$ cat config.mk
export PLATFORM = sky130hd
export DESIGN_NAME = hwpe_ctrl_uloop_stream
export DESIGN_NICKNAME = d
export VERILOG_FILES = /design/src/rtl/hwpe_ctrl_package.sv /design/src/rtl/hwpe_ctrl_uloop_rec_fifo.sv /design/src/rtl/hwpe_ctrl_uloop_stream.sv
export SDC_FILE = /design/constraint.sdc
export NUM_CORES = 2
export LEC_CHECK = 0
export BUFFER_PORTS_ARGS = -buffer_cell sky130_fd_sc_hd__buf_2
export CORE_AREA = 2 2 661 663
export CTS_CLUSTER_SIZE = 40
export DETAILED_ROUTE_END_ITERATION = 16
export DIE_AREA = 0 0 663 665
export GPL_ROUTABILITY_DRIVEN = 0
export PLACE_DENSITY = 0.31
export SETUP_SLACK_MARGIN = 0.1
export SKIP_CTS_REPAIR_TIMING = 1
export SYNTH_ARGS = -nofsm -noshare
export SYNTH_HDL_FRONTEND = slang
export SYNTH_SLANG_ARGS = --single-unit
export TNS_END_PERCENT = 50
$ cat constraint.sdc
create_clock -name clk_i -period 34.2 [get_ports clk_i]
set_input_delay 3.42 -clock clk_i [delete_from_list [all_inputs] [get_ports clk_i]]
set_output_delay 3.42 -clock clk_i [all_outputs]
set_load 0.01 [all_outputs]
$ cat src/rtl/hwpe_ctrl_package.sv
// Shared types and default parameters for the HWPE control microcode loop engine.
package hwpe_ctrl_package;

    typedef enum logic [1:0] {
        ULOOP_OP_MOV = 2'b00,
        ULOOP_OP_ADD = 2'b01,
        ULOOP_OP_SUB = 2'b10,
        ULOOP_OP_NOP = 2'b11
    } uloop_op_t;

    typedef enum logic [1:0] {
        ULOOP_IDLE  = 2'd0,
        ULOOP_RUN   = 2'd1,
        ULOOP_DRAIN = 2'd2
    } uloop_state_t;

    localparam int unsigned ULOOP_STREAM_NB_LOOPS   = 6;
    localparam int unsigned ULOOP_STREAM_LENGTH     = 32;
    localparam int unsigned ULOOP_STREAM_NB_REG     = 5;
    localparam int unsigned ULOOP_STREAM_NB_RO_REG  = 28;
    localparam int unsigned ULOOP_STREAM_REG_WIDTH  = 32;
    localparam int unsigned ULOOP_STREAM_CNT_WIDTH  = 16;
    localparam int unsigned ULOOP_STREAM_FIFO_DEPTH = 2;

endpackage

$ cat src/rtl/hwpe_ctrl_uloop_rec_fifo.sv
// Record FIFO between the loop engine and the streamers; a push is accepted
// when full as long as a pop happens in the same cycle.
module hwpe_ctrl_uloop_rec_fifo #(
    parameter int unsigned WIDTH = 8,
    parameter int unsigned DEPTH = 2
) (
    input  logic             clk_i,
    input  logic             rst_i,
    input  logic             clear_i,
    input  logic             push_i,
    input  logic [WIDTH-1:0] data_i,
    input  logic             pop_i,
    output logic [WIDTH-1:0] data_o,
    output logic             full_o,
    output logic             empty_o
);

    localparam int unsigned PTR_W = (DEPTH > 1) ? $clog2(DEPTH) : 1;
    localparam int unsigned CNT_W = $clog2(DEPTH + 1);
    localparam logic [PTR_W-1:0] PTR_LAST = PTR_W'(DEPTH - 1);
    localparam logic [PTR_W-1:0] PTR_ONE  = PTR_W'(1);
    localparam logic [CNT_W-1:0] CNT_ONE  = CNT_W'(1);
    localparam logic [CNT_W-1:0] CNT_FULL = CNT_W'(DEPTH);

    logic [WIDTH-1:0] mem_q [DEPTH];
    logic [WIDTH-1:0] mem_d [DEPTH];
    logic [PTR_W-1:0] wr_ptr_q, wr_ptr_d;
    logic [PTR_W-1:0] rd_ptr_q, rd_ptr_d;
    logic [CNT_W-1:0] cnt_q, cnt_d;
    logic             push_ok, pop_ok;

    always_comb begin
        full_o  = (cnt_q == CNT_FULL);
        empty_o = (cnt_q == '0);
        data_o  = mem_q[rd_ptr_q];
        pop_ok  = pop_i && !empty_o;
        push_ok = push_i && (!full_o || pop_ok);
    end

    always_comb begin
        mem_d    = mem_q;
        wr_ptr_d = wr_ptr_q;
        rd_ptr_d = rd_ptr_q;
        cnt_d    = cnt_q;
        if (push_ok) begin
            mem_d[wr_ptr_q] = data_i;
            wr_ptr_d = (wr_ptr_q == PTR_LAST) ? '0 : wr_ptr_q + PTR_ONE;
        end
        if (pop_ok) begin
            rd_ptr_d = (rd_ptr_q == PTR_LAST) ? '0 : rd_ptr_q + PTR_ONE;
        end
        case ({push_ok, pop_ok})
            2'b10:   cnt_d = cnt_q + CNT_ONE;
            2'b01:   cnt_d = cnt_q - CNT_ONE;
            default: cnt_d = cnt_q;
        endcase
        if (clear_i) begin
            wr_ptr_d = '0;
            rd_ptr_d = '0;
            cnt_d    = '0;
        end
    end

    always_ff @(posedge clk_i or posedge rst_i) begin
        if (rst_i) begin
            mem_q    <= '{default: '0};
            wr_ptr_q <= '0;
            rd_ptr_q <= '0;
            cnt_q    <= '0;
        end else begin
            mem_q    <= mem_d;
            wr_ptr_q <= wr_ptr_d;
            rd_ptr_q <= rd_ptr_d;
            cnt_q    <= cnt_d;
        end
    end

endmodule

$ cat src/rtl/hwpe_ctrl_uloop_stream.sv
// Microcode loop engine: walks a loop nest, runs per-loop microcode on the
// accumulators and streams {offsets, indices, loop, last} records to a FIFO.
module hwpe_ctrl_uloop_stream
    import hwpe_ctrl_package::*;
#(
    parameter int unsigned NB_LOOPS   = ULOOP_STREAM_NB_LOOPS,
    parameter int unsigned LENGTH     = ULOOP_STREAM_LENGTH,
    parameter int unsigned NB_REG     = ULOOP_STREAM_NB_REG,
    parameter int unsigned NB_RO_REG  = ULOOP_STREAM_NB_RO_REG,
    parameter int unsigned REG_WIDTH  = ULOOP_STREAM_REG_WIDTH,
    parameter int unsigned CNT_WIDTH  = ULOOP_STREAM_CNT_WIDTH,
    parameter int unsigned FIFO_DEPTH = ULOOP_STREAM_FIFO_DEPTH,
    localparam int unsigned NL_W   = $clog2(NB_LOOPS) + 1,
    localparam int unsigned LOOP_W = $clog2(NB_LOOPS),
    localparam int unsigned ADDR_W = $clog2(LENGTH),
    localparam int unsigned NOPS_W = ADDR_W + 1,
    localparam int unsigned A_W    = $clog2(NB_REG),
    localparam int unsigned B_W    = $clog2(NB_REG + NB_RO_REG),
    localparam int unsigned CODE_W = 2 + A_W + B_W
) (
    input  logic                          clk_i,
    input  logic                          rst_i,
    input  logic                          clear_i,
    input  logic                          start_i,
    input  logic [NL_W-1:0]               nb_loops_i,
    input  logic [NB_LOOPS*CNT_WIDTH-1:0] range_i,
    input  logic [NB_LOOPS*ADDR_W-1:0]    loop_addr_i,
    input  logic [NB_LOOPS*NOPS_W-1:0]    loop_nb_ops_i,
    input  logic [LENGTH*CODE_W-1:0]      code_i,
    input  logic [NB_RO_REG*REG_WIDTH-1:0] registers_read_i,
    output logic                          out_valid_o,
    input  logic                          out_ready_i,
    output logic [NB_REG*REG_WIDTH-1:0]   out_offs_o,
    output logic [NB_LOOPS*CNT_WIDTH-1:0] out_idx_o,
    output logic [LOOP_W-1:0]             out_loop_o,
    output logic                          out_last_o,
    output logic                          busy_o,
    output logic                          done_o
);

    localparam int unsigned OFFS_W = NB_REG * REG_WIDTH;
    localparam int unsigned IDX_W  = NB_LOOPS * CNT_WIDTH;
    localparam int unsigned REC_W  = OFFS_W + IDX_W + LOOP_W + 1;
    localparam logic [CNT_WIDTH-1:0] CNT_ONE  = CNT_WIDTH'(1);
    localparam logic [NOPS_W-1:0]    NOPS_ONE = NOPS_W'(1);

    uloop_state_t         state_q, state_d;
    logic [REG_WIDTH-1:0] regs_q [NB_REG];
    logic [REG_WIDTH-1:0] regs_d [NB_REG];
    logic [CNT_WIDTH-1:0] idx_q [NB_LOOPS];
    logic [CNT_WIDTH-1:0] idx_d [NB_LOOPS];
    logic [NOPS_W-1:0]    op_cnt_q, op_cnt_d;

    logic [CNT_WIDTH-1:0] range_eff [NB_LOOPS];
    logic [ADDR_W-1:0]    loop_addr [NB_LOOPS];
    logic [NOPS_W-1:0]    loop_nb_ops [NB_LOOPS];
    logic [CODE_W-1:0]    code_arr [LENGTH];
    logic [REG_WIDTH-1:0] ro_reg [NB_RO_REG];
    logic [NB_LOOPS-1:0]  active;

    logic [LOOP_W-1:0]    step_loop;
    logic [NOPS_W-1:0]    nb_ops;
    logic [ADDR_W-1:0]    code_addr;
    logic [CODE_W-1:0]    code_word;
    uloop_op_t            op;
    logic [A_W-1:0]       op_a;
    logic [B_W-1:0]       op_b;
    logic [REG_WIDTH-1:0] operand;
    logic [REG_WIDTH-1:0] regs_exec [NB_REG];
    logic [CNT_WIDTH-1:0] idx_next [NB_LOOPS];
    logic                 next_last, all_short, step_final;

    logic                 fifo_full, fifo_empty, push, pop, advance;
    logic                 rec_last;
    logic [LOOP_W-1:0]    rec_loop;
    logic [OFFS_W-1:0]    rec_offs;
    logic [IDX_W-1:0]     rec_idx;
    logic [REC_W-1:0]     push_data, head;

    always_comb begin
        for (int unsigned j = 0; j < NB_LOOPS; j++) begin
            range_eff[j]   = (range_i[j*CNT_WIDTH +: CNT_WIDTH] == '0) ? CNT_ONE
                                                                       : range_i[j*CNT_WIDTH +: CNT_WIDTH];
            loop_addr[j]   = loop_addr_i[j*ADDR_W +: ADDR_W];
            loop_nb_ops[j] = loop_nb_ops_i[j*NOPS_W +: NOPS_W];
            active[j]      = (j < 32'(nb_loops_i));
        end
        for (int unsigned k = 0; k < LENGTH; k++) begin
            code_arr[k] = code_i[k*CODE_W +: CODE_W];
        end
        for (int unsigned k = 0; k < NB_RO_REG; k++) begin
            ro_reg[k] = registers_read_i[k*REG_WIDTH +: REG_WIDTH];
        end
    end

    // Step select: descending scan so the lowest eligible loop wins.
    always_comb begin
        step_loop = '0;
        for (int unsigned j = NB_LOOPS; j > 0; j--) begin
            if (active[j-1] && (idx_q[j-1] < range_eff[j-1] - CNT_ONE)) begin
                step_loop = LOOP_W'(j - 1);
            end
        end
        nb_ops    = loop_nb_ops[step_loop];
        code_addr = loop_addr[step_loop] + op_cnt_q[ADDR_W-1:0];
        code_word = code_arr[code_addr];
        op        = uloop_op_t'(code_word[CODE_W-1 -: 2]);
        op_a      = code_word[B_W +: A_W];
        op_b      = code_word[B_W-1:0];
    end

    // Op executor: operands are always taken from the pre-write register state.
    always_comb begin
        operand = '0;
        for (int unsigned k = 0; k < NB_REG; k++) begin
            if (32'(op_b) == k) operand = regs_q[k];
        end
        for (int unsigned k = 0; k < NB_RO_REG; k++) begin
            if (32'(op_b) == NB_REG + k) operand = ro_reg[k];
        end
        regs_exec = regs_q;
        for (int unsigned k = 0; k < NB_REG; k++) begin
            if (32'(op_a) == k) begin
                case (op)
                    ULOOP_OP_MOV: regs_exec[k] = operand;
                    ULOOP_OP_ADD: regs_exec[k] = regs_q[k] + operand;
                    ULOOP_OP_SUB: regs_exec[k] = regs_q[k] - operand;
                    default:      regs_exec[k] = regs_q[k];
                endcase
            end
        end
    end

    always_comb begin
        next_last = 1'b1;
        all_short = 1'b1;
        for (int unsigned j = 0; j < NB_LOOPS; j++) begin
            if (j < 32'(step_loop))       idx_next[j] = '0;
            else if (j == 32'(step_loop)) idx_next[j] = idx_q[j] + CNT_ONE;
            else                          idx_next[j] = idx_q[j];
            if (active[j] && (idx_next[j] != range_eff[j] - CNT_ONE)) next_last = 1'b0;
            if (active[j] && (range_eff[j] != CNT_ONE))               all_short = 1'b0;
        end
    end

    assign pop     = !fifo_empty && out_ready_i;
    assign advance = !fifo_full || pop;

    always_comb begin
        state_d    = state_q;
        regs_d     = regs_q;
        idx_d      = idx_q;
        op_cnt_d   = op_cnt_q;
        push       = 1'b0;
        rec_last   = 1'b0;
        rec_loop   = '0;
        step_final = 1'b0;
        case (state_q)
            ULOOP_IDLE: begin
                if (start_i) begin
                    regs_d   = '{default: '0};
                    idx_d    = '{default: '0};
                    op_cnt_d = '0;
                    push     = 1'b1;
                    rec_last = all_short;
                    state_d  = all_short ? ULOOP_DRAIN : ULOOP_RUN;
                end
            end
            ULOOP_RUN: begin
                if (advance) begin
                    step_final = (nb_ops == '0) || (op_cnt_q == nb_ops - NOPS_ONE);
                    if (nb_ops != '0) regs_d = regs_exec;
                    if (step_final) begin
                        idx_d    = idx_next;
                        op_cnt_d = '0;
                        push     = 1'b1;
                        rec_last = next_last;
                        rec_loop = step_loop;
                        if (next_last) state_d = ULOOP_DRAIN;
                    end else begin
                        op_cnt_d = op_cnt_q + NOPS_ONE;
                    end
                end
            end
            ULOOP_DRAIN: begin
                if (pop && head[REC_W-1]) state_d = ULOOP_IDLE;
            end
            default: state_d = ULOOP_IDLE;
        endcase
        if (clear_i) begin
            state_d  = ULOOP_IDLE;
            regs_d   = '{default: '0};
            idx_d    = '{default: '0};
            op_cnt_d = '0;
            push     = 1'b0;
        end
    end

    always_ff @(posedge clk_i or posedge rst_i) begin
        if (rst_i) begin
            state_q  <= ULOOP_IDLE;
            regs_q   <= '{default: '0};
            idx_q    <= '{default: '0};
            op_cnt_q <= '0;
        end else begin
            state_q  <= state_d;
            regs_q   <= regs_d;
            idx_q    <= idx_d;
            op_cnt_q <= op_cnt_d;
        end
    end

    always_comb begin
        rec_offs = '0;
        rec_idx  = '0;
        for (int unsigned k = 0; k < NB_REG; k++) begin
            rec_offs[k*REG_WIDTH +: REG_WIDTH] = regs_d[k];
        end
        for (int unsigned j = 0; j < NB_LOOPS; j++) begin
            rec_idx[j*CNT_WIDTH +: CNT_WIDTH] = idx_d[j];
        end
        push_data = {rec_last, rec_loop, rec_idx, rec_offs};
    end

    hwpe_ctrl_uloop_rec_fifo #(
        .WIDTH (REC_W),
        .DEPTH (FIFO_DEPTH)
    ) u_fifo (
        .clk_i   (clk_i),
        .rst_i   (rst_i),
        .clear_i (clear_i),
        .push_i  (push),
        .data_i  (push_data),
        .pop_i   (pop),
        .data_o  (head),
        .full_o  (fifo_full),
        .empty_o (fifo_empty)
    );

    always_comb begin
        out_valid_o = !fifo_empty;
        busy_o      = (state_q != ULOOP_IDLE);
        done_o      = (state_q == ULOOP_DRAIN) && pop && head[REC_W-1] && !clear_i;
        out_offs_o  = fifo_empty ? '0 : head[0 +: OFFS_W];
        out_idx_o   = fifo_empty ? '0 : head[OFFS_W +: IDX_W];
        out_loop_o  = fifo_empty ? '0 : head[REC_W-2 -: LOOP_W];
        out_last_o  = fifo_empty ? 1'b0 : head[REC_W-1];
    end

endmodule
==> results.md <==
- The flow ran to the end, but the final reports show violations.
- The checks that failed: max-capacitance violations, max-slew violations.
- The final-report setup violation count is 0.
- The total overflow left after global routing is 0.
- The critical path in this run is classified as in2reg.
- Entering global routing, the biggest net connects 135 pins.
- Counting the fill cells in the layout gives 48800.
- The initial cell density of the core is 15.5%.
- The post-detailed-route DRC marker count is 0.
- The count of maximum capacitance violations is 1.
- The worst-case IR drop observed on VDD is 0.0445 mV.
- The worst setup path is launched from a primary input.
- The clock transition time at the flip-flop clock pins of the worst setup and hold paths is 50 ps.
- The row count is 242.
- Averaged over all synthesized cells, the footprint is 8.12 um^2.
- The iteration count of the initial detailed-routing pass is 7.
- The critical path's slowest cell is sky130_fd_sc_hd__a2111oi_2.
- The kind of end point of the critical path is a flip-flop.
- Synthesis inferred 788 register bits.
- The clock tree synthesis step divided the H-tree into 3 levels.
- The total length of routed wires is 651 mm.
- Counting every net in the synthesized netlist gives around 9800.
- The final net count is 11400.
- The data required time of the worst path is 34870 ps.
- The layout-stage area growth over the synthesis result is 31.8%.
- The cell area that synthesis handed to floorplanning was 67000 um^2.
- The gate count after technology mapping is 8252.
- Counting the buffers created by CTS gives 113.
- The buffers plus inverters on the worst setup path is 4.
- The clock passes through at most 4 buffers.
- Measured along the y axis, the die boundary spans 665 um.
- The post-layout utilization of the core is 20.4%.
- The leakage power figure is approximately 38 nW.
- The via count of the first global-routing pass is 77700.
- The most used flip-flop cell after synthesis is sky130_fd_sc_hd__dfrtp_1.
- Detailed placement finished with a half-perimeter wire length of 544 mm.
- The number of violations reported at the end of detailed-routing iteration 0 is about 9800.
- Headroom to the max-slew limit came out at -15.6%.
- Across every metal layer, demand over resource in global routing totals 28.3%.
- The final routed wire length divided by cell count is 40.8 um.
- The number of pins with negative max-slew slack in the final report is 2.
- The largest single stage delay on the critical path is 1080 ps.
- The clock root buffer is sky130_fd_sc_hd__clkbuf_16.
- The clock net sink count is 788.
- Summed over all failing endpoints, the final setup total negative slack is 0 ps.
- The first-pass GRT wire length is 826 mm.
- Overall power consumption after layout is estimated at 4.97 mW.
- The number of endpoints with negative hold slack in the final report is 0.
- Summing the sequential cell areas from Yosys gives 29.4% of the chip area.
- The number of antenna violations at the first check in global routing is 215.
- At the pin with the least slew margin, the transition time is 1720 ps.
- The detailed-route vias per instance is 5.11.
- After detailed placement, the total cell area comes to ~84000 um^2.
- The proportion of synthesized flip-flops having asynchronous set or reset is 100%.
- The maximum clock rate is 41.8 MHz.
- Setup repair after global routing left no endpoint under its margin.
- Of the cells placed in the final design, the portion with a size suffix greater than 1 is 27.4%.
- The Yosys warning count is 0.
- In the layout the commonest cells are sky130_fd_sc_hd__buf_2, sky130_fd_sc_hd__nand2_1, sky130_fd_sc_hd__nor2_1, sky130_fd_sc_hd__dfrtp_1, sky130_fd_sc_hd__o21ai_0.
- The count of pins on the block boundary is 1682.
- The insertion delay of the later-clocked pin in the worst-skew pair is ~920 ps.
- In this run, synthesis inferred 0 flip-flops with an integrated enable.
- The final critical path time including I/O delays and setup is approximately 24000 ps.
- During placement, the flow inserted port buffers numbering 1681.
- The largest fanout of any net on the critical path is between 60 and 70.
- The routed via count is between 80000 and 90000.
- The distinct cell type count after synthesis is 121.
- The post-layout instance area is roughly 88000 um^2.
- The die is ~660 um wide.
- Data arrives at the worst endpoint at around 25000 ps.
- The period utilization is 70.0%.
- The total power per unit cell area is 56.3 nW/um^2.
- TritonCTS built the clock tree.
- Leaving out fill and tap cells, the most frequent cell in the layout is sky130_fd_sc_hd__buf_2.
- Clock skew on the completed layout was measured at 93.4 ps.
- The count of antenna-violating nets left after detailed routing is 0.
- The region available for standard cell placement spans 433000 um^2.
- The family with the most delay on the worst path is compound AO/OA/AOI/OAI gates.
- The type of the most critical hold path is reg2reg.
- The area of the die is 441000 um^2.
[flip-flops by register name (all words and copies together), names as in the netlist]
register,flops
idx_q,96
op_cnt_q,6
regs_q,160
state_q,2
u_fifo.cnt_q,2
u_fifo.mem_q,520
u_fifo.rd_ptr_q,1
u_fifo.wr_ptr_q,1
[cells in the mapped netlist (62+ instances only)]
cell type                  number  area share, %
sky130_fd_sc_hd__nand2_1     1312            7.4
sky130_fd_sc_hd__nor2_1       949            5.3
sky130_fd_sc_hd__dfrtp_1      788             29
sky130_fd_sc_hd__o21ai_0      415            3.1
sky130_fd_sc_hd__clkbuf_1     409            2.3
sky130_fd_sc_hd__mux2i_1      405            6.1
sky130_fd_sc_hd__a21oi_1      340            2.5
sky130_fd_sc_hd__xnor2_1      294            3.8
sky130_fd_sc_hd__mux2_2       203            3.4
sky130_fd_sc_hd__inv_1        193            1.1
sky130_fd_sc_hd__nand3_1      177            1.3
sky130_fd_sc_hd__xor2_1       176            2.3
sky130_fd_sc_hd__nor3_1       165            1.2
sky130_fd_sc_hd__ha_1         158            3.0
sky130_fd_sc_hd__o31ai_1      157            1.8
sky130_fd_sc_hd__o22ai_1      134            1.3
sky130_fd_sc_hd__a211oi_1     118            1.3
sky130_fd_sc_hd__a22oi_1      105            1.2
sky130_fd_sc_hd__a31oi_1       94           0.88
sky130_fd_sc_hd__o211ai_1      92            1.0
sky130_fd_sc_hd__mux4_2        88            3.0
sky130_fd_sc_hd__buf_1         84           0.47
sky130_fd_sc_hd__nand4_1       78           0.73
sky130_fd_sc_hd__a221oi_1      71           0.93
sky130_fd_sc_hd__a222oi_1      68            1.0
sky130_fd_sc_hd__and2_1        62           0.58
sky130_fd_sc_hd__nand2b_1      62           0.58
[kinds of logic after synthesis]
| kind of cell | count (synthesis) | share of synthesized area, % |
|---|---|---|
| compound gates | 2189 | 22.9 |
| xor+xnor | 473 | 6.24 |
| fa+ha+maj | 207 | 3.78 |
| buf+inv | 754 | 4.50 |
| flops | 788 | 29.4 |
| mux | 706 | 12.7 |
| simple gates | 3135 | 20.5 |
[cell type report]
| cell class | instances | area (um^2) | area share [%] |
|---|---|---|---|
| inverter | 197 | 747 | 0.846 |
| tap | 5734 | 7170 | 8.13 |
| multi-input combinational | 6710 | 45200 | 51.2 |
| clock inverter | 34 | 523 | 0.593 |
| timing repair buffer | 1997 | 10800 | 12.3 |
| antenna | 305 | 763 | 0.865 |
| sequential | 788 | 19700 | 22.3 |
| clock buffer | 172 | 3330 | 3.77 |
[path summary, 6_finish.rpt]
kind / slack [ps] / cells past startpoint / end / from
setup / recovery: 10260 / 64 / u_fifo.mem_q[157]$_DFFE_PP0P_ / range_i[83]
hold / removal: 470 / 2 / u_fifo.mem_q[388]$_DFFE_PP0P_ / u_fifo.mem_q[388]$_DFFE_PP0P_
setup reg to reg: 14650 / 54 / u_fifo.mem_q[157]$_DFFE_PP0P_ / idx_q[27]$_DFF_PP0_
hold reg to reg: 470 / 2 / u_fifo.mem_q[388]$_DFFE_PP0P_ / u_fifo.mem_q[388]$_DFFE_PP0P_
max in group asynchronous: 26450 / 7 / regs_q[21]$_DFF_PP0_ / rst_i
min in group asynchronous: 2710 / 2 / u_fifo.mem_q[433]$_DFFE_PP0P_ / rst_i
[through the flow]
stage	hold slack (ps)	cells	setup WS, ps
5_1_grt	485	15800	9540
3_5_place_dp	461	15400	10140
6_report	471	15900	10260
2_1_floorplan	443	8252	8650
4_1_cts	476	15600	10990
3_3_place_gp	457	15400	7980
[layer usage]
metal	track usage, %	share of wire [%]	vias up	wire [um]
li1	-	-	33800	-
met2	41.1	41	5183	269000
met3	7.93	8.9	1258	58000
met1	34.5	40	41100	260000
met5	0	0.064	-	419
met4	23.8	9.8	62	63600
[power breakdown]
group          leakage [nW]  total (mW)  switching [mW]  internal, mW
registers              11.0       0.976          0.0243         0.951
logic                  25.5        2.73            1.93         0.801
clock network          1.87        1.27           0.511         0.757
total                  38.3        4.97            2.46          2.51
[tightest hold or removal path, delay by kind of cell (launching register included)]
family	cells	cell delay (ps)
DFF	1	330
and+or+nand+nor	2	100
(Power assumes the default switching activity.)
